**config.mk**
```make
export PLATFORM = sky130hd
export DESIGN_NAME = exec_perf_counters
export DESIGN_NICKNAME = d
export VERILOG_FILES = /design/src/rtl/exec_perf_counters.sv
export SDC_FILE = /design/constraint.sdc
export NUM_CORES = 1
export LEC_CHECK = 0
export ABC_AREA = 1
export ABC_CLOCK_PERIOD_IN_PS = 5200
export BUFFER_PORTS_ARGS = -buffer_cell sky130_fd_sc_hd__buf_2
export CAP_MARGIN = 20
export CELL_PAD_IN_SITES_DETAIL_PLACEMENT = 0
export CELL_PAD_IN_SITES_GLOBAL_PLACEMENT = 1
export CORE_ASPECT_RATIO = 1.1
export CORE_MARGIN = 3
export CORE_UTILIZATION = 49
export CTS_CLUSTER_DIAMETER = 60
export DETAILED_ROUTE_END_ITERATION = 8
export PLACE_DENSITY_LB_ADDON = 0.1
export SLEW_MARGIN = 40
export SYNTH_ARGS = -nofsm -noshare
export SYNTH_HDL_FRONTEND = slang
export SYNTH_SLANG_ARGS = --single-unit
```
**constraint.sdc**
```tcl
create_clock -name clk -period 5.2 [get_ports clk]
set_input_delay 0.52 -clock clk [delete_from_list [all_inputs] [get_ports clk]]
set_output_delay 0.52 -clock clk [all_outputs]
set_load 0.05 [all_outputs]
```
**src/rtl/exec_perf_counters.sv**
```systemverilog
// exec_perf_counters: retire-path per-opcode-class, total and cycle counters.
// Build with PERF_TRACE_EN for simulation-only retire and clear trace prints.
module exec_perf_counters #(
  parameter int CNT_W   = 32,
  parameter int PC_W    = 16,
  parameter int INSTR_W = 32
) (
  input  logic               clk,
  input  logic               rst_n,
  input  logic               retire_valid,
  input  logic               retire_flush,
  input  logic [INSTR_W-1:0] retire_instr,
  input  logic [PC_W-1:0]    retire_pc,
  input  logic               cnt_clr,
  input  logic               cnt_freeze,
  input  logic [3:0]         rd_sel,
  output logic [CNT_W-1:0]   rd_data,
  output logic [11:0]        ovf_flags,
  output logic [PC_W-1:0]    last_pc
);

  localparam int NCNT = 12;

  localparam logic [6:0] OP_R   = 7'b0110011;
  localparam logic [6:0] OP_I   = 7'b0010011;
  localparam logic [6:0] OP_ST  = 7'b0100011;
  localparam logic [6:0] OP_LD  = 7'b0000011;
  localparam logic [6:0] OP_BR  = 7'b1100011;
  localparam logic [6:0] OP_LUI = 7'b0110111;
  localparam logic [6:0] OP_AUI = 7'b0010111;
  localparam logic [6:0] OP_JAL = 7'b1101111;
  localparam logic [6:0] OP_JR  = 7'b1100111;

  logic [CNT_W-1:0] cnt_q [NCNT];
  logic [CNT_W-1:0] cnt_d [NCNT];
  logic [11:0]      ovf_q, ovf_d;
  logic [PC_W-1:0]  last_pc_q, last_pc_d;
  logic [CNT_W-1:0] rd_data_q, rd_data_d;

  logic [6:0]      op;
  logic [3:0]      cls;
  logic [NCNT-1:0] inc;
  logic            count_en;
  logic            tick;
  logic            unused_instr;

  assign op           = retire_instr[6:0];
  assign unused_instr = ^retire_instr[INSTR_W-1:7];

  assign count_en = retire_valid & ~retire_flush
                  & ~cnt_freeze & ~cnt_clr;
  assign tick     = ~cnt_freeze & ~cnt_clr;

  always_comb begin
    cls = 4'd9;
    unique case (1'b1)
      op == OP_R:   cls = 4'd0;
      op == OP_I:   cls = 4'd1;
      op == OP_ST:  cls = 4'd2;
      op == OP_LD:  cls = 4'd3;
      op == OP_BR:  cls = 4'd4;
      op == OP_LUI: cls = 4'd5;
      op == OP_AUI: cls = 4'd6;
      op == OP_JAL: cls = 4'd7;
      op == OP_JR:  cls = 4'd8;
      default:      cls = 4'd9;
    endcase
  end

  always_comb begin
    inc = '0;
    for (int i = 0; i < 10; i++) begin
      inc[i] = count_en && (cls == 4'(i));
    end
    inc[10] = count_en;
    inc[11] = tick;
  end

  // Wrap detection uses the pre-increment all-ones value.
  always_comb begin
    ovf_d     = ovf_q;
    last_pc_d = last_pc_q;
    for (int i = 0; i < NCNT; i++) begin
      cnt_d[i] = cnt_q[i] + CNT_W'(inc[i]);
      if (inc[i] && (&cnt_q[i])) begin
        ovf_d[i] = 1'b1;
      end
    end
    if (count_en) begin
      last_pc_d = retire_pc;
    end
    if (cnt_clr) begin
      for (int i = 0; i < NCNT; i++) begin
        cnt_d[i] = '0;
      end
      ovf_d     = '0;
      last_pc_d = '0;
    end
  end

  always_comb begin
    rd_data_d = '0;
    for (int i = 0; i < NCNT; i++) begin
      if (rd_sel == 4'(i)) begin
        rd_data_d = cnt_q[i];
      end
    end
  end

  always_ff @(posedge clk or negedge rst_n) begin
    if (!rst_n) begin
      for (int i = 0; i < NCNT; i++) begin
        cnt_q[i] <= '0;
      end
      ovf_q     <= '0;
      last_pc_q <= '0;
      rd_data_q <= '0;
    end else begin
      for (int i = 0; i < NCNT; i++) begin
        cnt_q[i] <= cnt_d[i];
      end
      ovf_q     <= ovf_d;
      last_pc_q <= last_pc_d;
      rd_data_q <= rd_data_d;
    end
  end

  assign rd_data   = rd_data_q;
  assign ovf_flags = ovf_q;
  assign last_pc   = last_pc_q;

`ifdef PERF_TRACE_EN
`ifndef SYNTHESIS
  logic trace_clr_q;

  always @(posedge clk) begin
    trace_clr_q <= cnt_clr;
    if (count_en) begin
      $display("perf: pc=%0d instr=%h", retire_pc, retire_instr);
    end
    if (cnt_clr && !trace_clr_q) begin
      $display("perf: clr %0d %0d %0d %0d %0d %0d %0d %0d %0d %0d %0d %0d",
               cnt_q[0], cnt_q[1], cnt_q[2], cnt_q[3],
               cnt_q[4], cnt_q[5], cnt_q[6], cnt_q[7],
               cnt_q[8], cnt_q[9], cnt_q[10], cnt_q[11]);
    end
  end
`endif
`else
`endif

endmodule

```
==> results of run 1 <==
## through the flow
step | cell area, sq um | total power (uW)
floorplan | 26600 | 3740
global placement | 27700 | 3920
detailed placement | 27800 | 3920
CTS | 29600 | 7970
global route | 29700 | 8160
finish | 29700 | 7920
## final cells by class
class | count | area (sq um) | area share
sequential | 444 | 11100 | 0.374
antenna | 2 | 5.00 | 0.000168
clock buffer | 72 | 1490 | 0.0501
inverter | 437 | 1650 | 0.0555
timing repair buffer | 115 | 744 | 0.0251
multi-input combinational | 2778 | 13400 | 0.452
clock inverter | 24 | 393 | 0.0132
tap | 720 | 901 | 0.0303
## kinds of logic (layout without fill, tap and decap cells)
family	Yosys count	in the layout	share of synthesized area
AOI/OAI and AO/OA	349	349	0.0701
xor gates and xnor gates	116	116	0.0382
DFF	444	444	0.418
buffers and inverters	536	648	0.0778
adders and majority gates	24	24	0.0113
and+or+nand+nor	2289	2289	0.384
other	0	2	0
## routing by layer
layer	share of wire	GRT usage
met1	0.41	0.428
met4	0.059	0.168
met5	0.00017	0
met3	0.063	0.0462
met2	0.47	0.552
## worst register-to-register path, stage by stage, from the launching register on
cell     delay, ps
dfrtp_1        370
ha_1           220
ha_1           310
inv_1           80
nor2_2         150
inv_1          100
nor2_2         190
nand2_1        120
nor2_2         180
nand3_2        150
o21ai_0        190
a21oi_1         70
## cell usage in the layout (no fill, tap or decap), types with 12 or more instances in the layout
cell / netlist / layout
clkbuf_16: 0 / 53
xnor2_1: 26 / 26
ha_1: 24 / 24
xor2_1: 90 / 90
nor2_2: 25 / 28
dfrtp_1: 444 / 444
nand3_1: 281 / 281
nor4_1: 43 / 43
a21oi_1: 175 / 175
buf_2: 26 / 90
nor3b_1: 13 / 13
buf_4: 6 / 16
nor3_2: 15 / 15
a31oi_1: 15 / 15
o21a_1: 13 / 13
inv_1: 425 / 423
inv_2: 11 / 12
nand2_1: 857 / 857
nor3_1: 206 / 206
o21ai_0: 123 / 123
nor2_1: 638 / 633
nand4_1: 157 / 157
## synth_stat cells (15+ instances only)
cell | count | area (sq um)
a21oi_1 | 175 | 876
a31oi_1 | 15 | 93.8
buf_2 | 26 | 130
clkbuf_1 | 63 | 236
dfrtp_1 | 444 | 11100
ha_1 | 24 | 300
inv_1 | 425 | 1600
nand2_1 | 857 | 3220
nand3_1 | 281 | 1410
nand4_1 | 157 | 982
nor2_1 | 638 | 2390
nor2_2 | 25 | 156
nor3_1 | 206 | 1030
nor3_2 | 15 | 150
nor4_1 | 43 | 269
o21ai_0 | 123 | 616
xnor2_1 | 26 | 228
xor2_1 | 90 | 788
## power breakdown
group	switching [uW]	leakage (uW)	internal, uW	total, uW
registers	6.47	0.00619	3470	3480
logic	312	0.00533	74.0	386
clock network	1600	0.000908	2450	4060
total	1920	0.0124	6000	7920
## registers in the layout (all words and copies together), names as in the netlist
register	count
cnt_q	384
rd_data	32
ovf_flags	12
last_pc	16
## path summary, 6_finish.rpt
path	slack (ps)	depth (start not counted)	end	from
setup / recovery	1770	17	cnt_q[150]	cnt_freeze
hold reg to reg	480	2	ovf_flags[9]	ovf_flags[9]
max in group asynchronous	3420	4	cnt_q[18]	rst_n
min in group asynchronous	400	2	cnt_q[342]	rst_n
setup reg to reg	2940	11	cnt_q[52]	cnt_q[32]
hold / removal	100	3	last_pc[11]	retire_pc[11]
==> results.json, run 1 <==
{
  "finalCritPeriodShare": 0.659,
  "cts_sinks": 444,
  "grt_max_degree": 173,
  "cts.htree.levels": 2,
  "status": "complete, no violations",
  "yosys_warnings": 0,
  "core_area_sq_um": 53100,
  "slowest_stage": "nor2_2",
  "clock_skew_ps": 24.3,
  "ant_nets": 0,
  "drt_iter0_markers": 2510,
  "yosysUniqueCellTypes": 45,
  "post-dp-hpwl_mm": 74.1,
  "cts_made_buffers": 53,
  "min_period_ps": 3430,
  "setup_viol": 0,
  "critPathBufInv": 5,
  "start_util": 0.501,
  "holdCritPathClass": "in2reg",
  "syn_to_final_growth_pct": 11.8,
  "layout.cells.non_filler": 4592,
  "nNetsFinal": 3911,
  "dr.pass1.iters": 6,
  "dpl_worst_slack_ps": 1130,
  "tightestPinTransition_ps": 822,
  "worstSetupPathType": "in2reg",
  "cts.clk_slew.worst_paths_ps": 60,
  "final.setup.worst_slack_ps": 1770,
  "overflow": 0,
  "hold_ws_ps": 97.0,
  "power_per_cell_area_nw_per_um2": 267,
  "critPathTopFamily": "simple AND/OR/NAND/NOR gates",
  "cts_setup_buffers": 0,
  "vias": 26200,
  "syn_area_sq_um": 26600,
  "syn-num-nets": 3840,
  "hold_buffers": 1,
  "dp.cells": 4491,
  "worstPathMaxFanout": 17,
  "crit_path_start_kind": "input port",
  "cts_tree": "done",
  "drc": 0,
  "critPathMaxStageDelay_ps": 570,
  "die_x_um": 228,
  "clock_latency_ps": 620,
  "syn_avg_cell_area_sq_um": 7.07,
  "power_leakage_uw": 0.0124,
  "hold_violations": 0,
  "fillers": 5201,
  "vias_per_cell": 5.70,
  "vdd_drop_max_mv": 0.255,
  "fin_util": 0.560,
  "cts_root_buffer": "clkbuf_16",
  "io_pins": 118,
  "crit_arrival_ps": 3910,
  "rsz0062_at_grt": "no",
  "cpMostUsedCell": "inv_1",
  "synth_seq_cells": 444,
  "ctsResizeCount": 0,
  "crit_required_ps": 5680,
  "synth_cells": 3758,
  "grt_pass1_vias": 25300,
  "synth-async-reset-ratio": 1.00,
  "fmax_mhz": 292,
  "drv_slew": 0,
  "synth_flop_cell": "dfrtp_1",
  "relSlewSlack": 0.452,
  "row_count": 88,
  "endpoint_kind": "flop",
  "synth-seq-area-share": 0.418,
  "layout-drive-gt1-share": 0.0767,
  "grt_first_pass_wirelength_mm": 148,
  "fp.dieH_um": 250,
  "wl_mm": 96.2,
  "grt_usage": 0.333,
  "antenna_found_initial": 3,
  "port-buffer-count": 92,
  "cts_buffer_depth": 3,
  "tns_ps": 0,
  "place_congestion": 0.993,
  "synth-edff-count": 0,
  "worstPathCellList": "buf_2 -> inv_1 -> nand3_2 -> nor2_2 -> inv_1 -> nor2_1 -> ha_1 -> ha_1 -> nand2_1 -> inv_1 -> nand2_2 -> nor2_2 -> inv_1 -> nor2_2 -> nand4_1 -> nor3_1 -> nor3_2",
  "post_drt_wl_per_cell_um": 21.0,
  "die_area_sq_um": 57100,
  "maxCapViolations": 0
}
(Power assumes the default switching activity.)
==> inputs of run 2 (changes only) <==
ABC_CLOCK_PERIOD_IN_PS = 3100   (was 5200)
CORE_UTILIZATION = 41   (was 49)
clock period = 3.1 ns   (was 5.2 ns; I/O delays follow)
==> run 2 against run 1 <==
Compared with the run above: cell area is 5.8% higher; combinational power is 80% higher; sequential power is 68% higher; register-to-register slack worse by 2200 ps; via count is 0.92% lower; sequential cell count stayed put; worst hold slack worse by 36 ps; die area is 19% higher; routed wire length is 5.0% higher; largest cell class unchanged.
==> results.json, run 2 (same netlist as run 1, synthesis figures left out) <==
{
  "layout-drive-gt1-share": 0.119,
  "vdd_drop_max_mv": 0.418,
  "netSwitchingFraction": 0.245,
  "crit_arrival_ps": 3150,
  "power_frac_comb": 0.051,
  "nNetsFinal": 4105,
  "grt_usage": 0.295,
  "grt_max_degree": 112,
  "pwr-share-seq": 0.429,
  "clock_latency_ps": 620,
  "antenna_cells": 0,
  "drv_slew": 0,
  "cts_buffer_depth": 3,
  "overflow": 0,
  "p_clk_frac": 0.520,
  "cts_setup_buffers": 0,
  "syn_to_final_growth_pct": 18.3,
  "hold_buffers": 17,
  "io_pins": 118,
  "ant_nets": 0,
  "holdCritPathClass": "in2reg",
  "endpoint_kind": "flop",
  "cts_tree": "done",
  "rsz0062_at_grt": "no",
  "largest_reg_flops": 384,
  "antenna_found_initial": 0,
  "finalCritPeriodShare": 0.852,
  "die_area_sq_um": 67900,
  "setup_viol": 0,
  "worstSetupPathType": "in2reg",
  "cts_root_buffer": "clkbuf_16",
  "die_x_um": 249,
  "p_total_uw": 13600,
  "cts_made_buffers": 56,
  "cts.htree.levels": 2,
  "grt_first_pass_wirelength_mm": 155,
  "net-switching-power_uw": 3340,
  "fmax_mhz": 379,
  "grt_pass1_vias": 25700,
  "dpl_worst_slack_ps": -90.0,
  "clock_skew_ps": 21.6,
  "layout.cells.non_filler": 4912,
  "vias_per_cell": 5.28,
  "cts_sinks": 444,
  "post-dp-hpwl_mm": 79.1,
  "layout_commonest_cell": "nand2_1",
  "power_per_cell_area_nw_per_um2": 433,
  "worstPathMaxFanout": 7,
  "crit_path_start_kind": "input port",
  "start_util": 0.415,
  "post_drt_wl_per_cell_um": 20.6,
  "tightestPinTransition_ps": 805,
  "final_cell_mix": "nand2_1, nor2_1, dfrtp_1, inv_1, nand3_1",
  "port-buffer-count": 92,
  "final.setup.worst_slack_ps": 458,
  "row_count": 97,
  "p_int_uw": 10300,
  "power_leakage_uw": 0.0134,
  "core_area_sq_um": 64000,
  "fp.dieH_um": 273,
  "dp.cells": 4789,
  "maxCapViolations": 0,
  "drc": 0,
  "drt_iter0_markers": 2017,
  "min_period_ps": 2640,
  "dr.pass1.iters": 6,
  "fin_util": 0.492,
  "status": "complete, no violations",
  "relSlewSlack": 0.463,
  "cts.clk_slew.worst_paths_ps": 60,
  "hold_violations": 0,
  "regMostFlops": "cnt_q",
  "place_congestion": 0.967,
  "reg2reg_slack_ps": 750,
  "vias": 25900,
  "ctsResizeCount": 0,
  "wl_mm": 101,
  "crit_required_ps": 3610
}
[run 2: path summary, 6_finish.rpt]
check	from	to	depth (start not counted)
setup / recovery	retire_instr[4]	cnt_q[218]	21
hold / removal	retire_instr[4]	ovf_flags[3]	4
setup reg to reg	cnt_q[370]	rd_data[18]	8
hold reg to reg	ovf_flags[9]	ovf_flags[9]	2
max in group asynchronous	rst_n	cnt_q[45]	3
min in group asynchronous	rst_n	cnt_q[366]	2
[run 2: metal layers]
| metal | global-route usage | part of all wire | vias to the layer above |
|---|---|---|---|
| met3 | 0.0373 | 0.046 | 207 |
| met5 | 0 | 0 | - |
| li1 | - | - | 12800 |
| met1 | 0.362 | 0.41 | 12200 |
| met4 | 0.158 | 0.061 | 0 |
| met2 | 0.506 | 0.48 | 684 |
[run 2: area by class of cell]
cell class                      count  area (sq um)
Inverter                          437          1650
Tap cell                          841          1050
Clock inverter                     35           454
Fill cell                        6592         32500
Sequential cell                   444         11100
Timing Repair Buffer              306          2230
Multi-Input combinational cell   2778         13400
Clock buffer                       71          1540
[run 2: power groups by stage]
stage	combinational (uW)	clock, uW	sequential [uW]
floorplan	252	0	6020
global placement	683	0	5940
detailed placement	685	0	5940
CTS	702	7240	5830
global route	760	7490	5830
finish	693	7070	5830
[run 2: critical path, cell delays in order]
cell,delay (ps)
buf_2,100
inv_1,110
nand2_1,70
nor2_1,170
nand3_1,170
nand2_1,170
a21oi_1,70
nand2_1,130
o2111ai_1,260
inv_1,130
ha_1,190
ha_1,170
nand2_1,80
nor2_2,150
nand2_1,100
nor2_2,130
nand4_2,190
nor2_4,210
nand4_1,110
nand2_1,80
nor2_1,50
[run 2: per-stage QoR]
stage	setup TNS (ps)	instance area, sq um	hold WS (ps)
2_1_floorplan	0	26600	14.4
3_3_place_gp	-151	29300	232
3_5_place_dp	-455	29300	230
4_1_cts	0	31400	41.4
5_1_grt	0	31400	73.0
6_report	0	31400	60.6
